File: config.mk
export PLATFORM = sky130hd
export DESIGN_NAME = regfile_wb_arbiter
export DESIGN_NICKNAME = d
export VERILOG_FILES = /design/src/rtl/regfile_wb_arbiter.sv
export SDC_FILE = /design/constraint.sdc
export NUM_CORES = 1
export LEC_CHECK = 0
export ABC_AREA = 0
export CORE_MARGIN = 2
export CORE_UTILIZATION = 39
export DETAILED_ROUTE_END_ITERATION = 6
export PLACE_DENSITY = 0.89
export SLEW_MARGIN = 20
export SYNTH_ARGS = -nofsm -noshare
export SYNTH_HDL_FRONTEND = slang
export SYNTH_SLANG_ARGS = --single-unit
File: constraint.sdc
create_clock -name clk -period 3.6 [get_ports clk]
set_input_delay 0.54 -clock clk [delete_from_list [all_inputs] [get_ports clk]]
set_output_delay 0.54 -clock clk [all_outputs]
set_load 0.01 [all_outputs]
File: src/rtl/regfile_wb_arbiter.sv
// Register-file write-back arbiter: round-robin over NUM_REQ writers into one registered write port.
// Latency: accept in cycle N -> regwrite/REG_address_wb/data_wb/grant_id valid in cycle N+1.
// Backpressure: stall freezes the output stage and rr_ptr and forces req_ready to zero.
// Optional build macro: REGWB_ZERO_FILTER_EN (accepted address-0 writes are consumed but not written).
module regfile_wb_arbiter #(
    parameter int NUM_REQ = 2,
    parameter int ADDR_W  = 5,
    parameter int DATA_W  = 32
) (
    input  logic                                          clk,
    input  logic                                          reset,
    input  logic [NUM_REQ-1:0]                            req_valid,
    input  logic [NUM_REQ*ADDR_W-1:0]                     req_addr,
    input  logic [NUM_REQ*DATA_W-1:0]                     req_data,
    output logic [NUM_REQ-1:0]                            req_ready,
    input  logic                                          stall,
    output logic                                          regwrite,
    output logic [ADDR_W-1:0]                             REG_address_wb,
    output logic [DATA_W-1:0]                             data_wb,
    output logic [((NUM_REQ > 1) ? $clog2(NUM_REQ) : 1)-1:0] grant_id
);

    localparam int ID_W = (NUM_REQ > 1) ? $clog2(NUM_REQ) : 1;
    localparam logic [ID_W:0] NUM_REQ_C = (ID_W+1)'(NUM_REQ);

    logic [ID_W-1:0]   r_rr_ptr;
    logic [ID_W-1:0]   w_win;
    logic              w_found;
    logic [ADDR_W-1:0] w_addr;
    logic [DATA_W-1:0] w_data;
    logic              w_accept;
    logic              w_load;
    logic [ID_W-1:0]   w_next_ptr;

    // Round-robin search: first valid requester at or after rr_ptr, wrapping modulo NUM_REQ.
    always_comb begin
        logic [ID_W:0] v_idx;
        w_found = 1'b0;
        w_win   = '0;
        v_idx   = '0;
        for (int k = 0; k < NUM_REQ; k++) begin
            v_idx = {1'b0, r_rr_ptr} + (ID_W+1)'(k);
            if (v_idx >= NUM_REQ_C) begin
                v_idx = v_idx - NUM_REQ_C;
            end
            if (!w_found && req_valid[v_idx[ID_W-1:0]]) begin
                w_found = 1'b1;
                w_win   = v_idx[ID_W-1:0];
            end
        end
    end

    // Select the winner's address/data and drive the one-hot ready (zero under stall or reset).
    always_comb begin
        w_addr    = '0;
        w_data    = '0;
        req_ready = '0;
        for (int i = 0; i < NUM_REQ; i++) begin
            if (w_win == ID_W'(i)) begin
                w_addr       = req_addr[i*ADDR_W +: ADDR_W];
                w_data       = req_data[i*DATA_W +: DATA_W];
                req_ready[i] = w_found && !stall && reset;
            end
        end
    end

    assign w_accept   = w_found && !stall && reset;
    assign w_next_ptr = (w_win == ID_W'(NUM_REQ-1)) ? '0 : w_win + ID_W'(1);

`ifdef REGWB_ZERO_FILTER_EN
    // Address-0 writes are handshaken (requester moves on) but never reach the register file.
    assign w_load = w_accept && (w_addr != '0);
`else
    // r0 reads as zero in the register file, so address-0 writes are harmless and pass through.
    assign w_load = w_accept;
`endif

    // Output stage and round-robin pointer; both freeze while stall is high.
    always_ff @(posedge clk or negedge reset) begin
        if (!reset) begin
            regwrite       <= 1'b0;
            REG_address_wb <= '0;
            data_wb        <= '0;
            grant_id       <= '0;
            r_rr_ptr       <= '0;
        end else if (!stall) begin
            regwrite <= w_load;
            if (w_load) begin
                REG_address_wb <= w_addr;
                data_wb        <= w_data;
                grant_id       <= w_win;
            end
            if (w_accept) begin
                r_rr_ptr <= w_next_ptr;
            end
        end
    end

endmodule
==> impl_metrics.json <==
{
  "synth_cells": 144,
  "fillers": 355,
  "slew_viol_final": 0,
  "routabilityCongestion": 0.720,
  "netlist_top_cells_count": "40 x dfrtp_1, 37 x a221o_1, 37 x and4_1",
  "synthArstFlopShare": 1.00,
  "cp_num_buf_inv": 3,
  "synth_edf_count": 0,
  "required_ns": 3.06,
  "synthFlopType": "dfrtp_1",
  "yosysTopAreaCell": "dfrtp_1",
  "ys_ff_latch": 40,
  "core_um2": 4660,
  "setup_tns_ns": 0,
  "die_y_um": 73.2,
  "cts_num_sinks": 40,
  "dr.pass1.iters": 4,
  "hold_path.class": "input port to async pin",
  "cts_root_buf": "clkbuf_8",
  "crit_path_cell_trace": "clkdlybuf4s50_1 > nor2b_2 > buf_4 > and3_1 > clkdlybuf4s50_1",
  "route.detailed.drc": 0,
  "ant_nets": 0,
  "path_class": "input port to output pin",
  "num_vias": 1770,
  "cts.path.max_buffers": 2,
  "top_layer": "met4",
  "synth_fp_nets": 223,
  "initial_utilization": 0.401,
  "drive_gt1_frac": 0.0588,
  "ys_warn_count": 0,
  "hold_viol": 0,
  "hpwlAfterDp_mm": 3.99,
  "rsz0062_at_grt": "no",
  "multi_input_area_um2": 762,
  "worstMarginPinSlew_ns": 0.783,
  "seqCellArea_um2": 1000,
  "grt_first_pass_wirelength_mm": 8.53,
  "ctsHoldBuffers": 0,
  "std_cell_rows": 25,
  "critPathMaxFanout": 39,
  "yosys-top-cells-area": "dfrtp_1 54%, a221o_1 20%, and4_1 17%",
  "worst_path_largest_cell_delay_ns": 0.55,
  "viasPerCell": 5.73,
  "grt_max_degree": 41,
  "grt_antenna_before_repair": 0,
  "layout.nets": 334,
  "ys_seq_area_frac": 0.535,
  "dieArea_um2": 5360,
  "die_w_um": 73.2,
  "max_cap_viol_count": 0,
  "fin_crit_ns": 2.82,
  "clk_latency_ns": 0.28,
  "synth.distinct_cells": 14,
  "cpMostUsedCell": "clkdlybuf4s50_1",
  "end_kind": "output pin",
  "grt_use_total": 0.208,
  "wirelength_met1_mm": 2.37,
  "power_density_nw_per_um2": 414,
  "cts_resized": 0,
  "io_pins": 120,
  "wl_met3_um": 312,
  "vdd_drop_max_uv": 187,
  "setup_violations": 0,
  "tritoncts": "built",
  "wl_per_cell_um": 18.1,
  "cts-buffers-inserted": 5,
  "post_cts.repair.setup_buffers": 0,
  "fmax_mhz": 355,
  "cts-htree-levels": 2,
  "critPathLaunchType": "input port",
  "leakage_nw": 1.31,
  "synth_most_common_cell": "dfrtp_1",
  "clock_skew_ns": 0.00231,
  "synth_top_area_share": 0.535,
  "first_global_vias": 1744,
  "grt-ovfl-total": 0,
  "maxSlewHeadroom": 0.478,
  "finalCritPeriodShare": 0.783,
  "slowest_stage": "clkdlybuf4s50_1",
  "drtIter0Drc": 79,
  "arrival_ns": 2.28,
  "clk_pin_slew_ns": 0.07,
  "area_growth_pct": 67.5,
  "syn_avg_cell_area_um2": 13.0,
  "n_antenna_cell": 0,
  "wl_met2_mm": 2.86,
  "numPortBuffers": 119,
  "drt_wl_total_mm": 5.60,
  "hold_slack_ns": 0.365,
  "synth_area_um2": 1870,
  "status": "finished, final reports clean",
  "cp_top_family": "buffers and inverters"
}
==> placed cells by master, fill, tap and decap left out, types with 2 or more instances in the layout <==
| cell | netlist | final |
|---|---|---|
| clkdlybuf4s50_1 | 0 | 118 |
| and4_1 | 37 | 37 |
| dfrtp_1 | 40 | 40 |
| nand2_1 | 3 | 3 |
| buf_4 | 0 | 5 |
| clkbuf_8 | 0 | 5 |
| a221o_1 | 37 | 37 |
| a21o_1 | 2 | 2 |
==> layer usage <==
layer,vias up,global-route usage
li1,833,-
met1,858,0.266
met2,70,0.351
met3,9,0.0428
met4,0,0.0617
met5,-,0
==> power breakdown <==
group / switching, mW / total, mW / internal, mW
clock network: 0.145 / 0.277 / 0.132
logic: 0.154 / 0.438 / 0.284
registers: 0.0508 / 0.583 / 0.532
==> kinds of logic (layout without fill, tap and decap cells) <==
kind of cell,count (synthesis),in the layout,share of synthesized area
AO/OA/AOI/OAI,40,40,0.211
buffers and inverters,20,131,0.0569
flip-flops,40,40,0.535
AND/OR/NAND/NOR,44,44,0.197
==> final timing paths <==
kind | cells past startpoint | slack (ns) | end | startpoint
min in group clk | 1 | 0.51 | grant_id | grant_id
setup / recovery | 5 | 0.78 | req_ready[1] | stall
max in group asynchronous | 2 | 2.89 | data_wb[20] | reset
setup reg to reg | 4 | 2.12 | data_wb[2] | r_rr_ptr
hold reg to reg | 1 | 0.51 | grant_id | grant_id
hold / removal | 2 | 0.37 | data_wb[4] | reset
==> sequential cells by signal, summed over array words and instances, names as in the netlist <==
register and count:
grant_id 1, data_wb 32, REG_address_wb 5, regwrite 1, r_rr_ptr 1
==> area by class of cell <==
cell class	instances	share of cell area
repair buffers	124	0.391
flip-flops and latches	40	0.320
multi-input cells	84	0.243
clock buffers	6	0.0232
well taps	54	0.0216
clock inverters	1	0.00160
==> per-stage QoR <==
| step | power (mW) | cell area (um^2) | instances | worst slack (ns) | utilization |
|---|---|---|---|---|---|
| after floorplan | 0.741 | 1870 | 144 | 1.77 | - |
| after global placement | 1.02 | 3050 | 302 | 0.799 | 0.655 |
| after detailed placement | 1.03 | 3050 | 302 | 0.785 | 0.655 |
| after CTS | 1.31 | 3130 | 309 | 0.784 | 0.672 |
| after global routing | 1.36 | 3130 | 309 | 0.680 | 0.672 |
| final | 1.30 | 3130 | 309 | 0.782 | 0.672 |
Note: power is estimated with default switching activity, not from simulation.
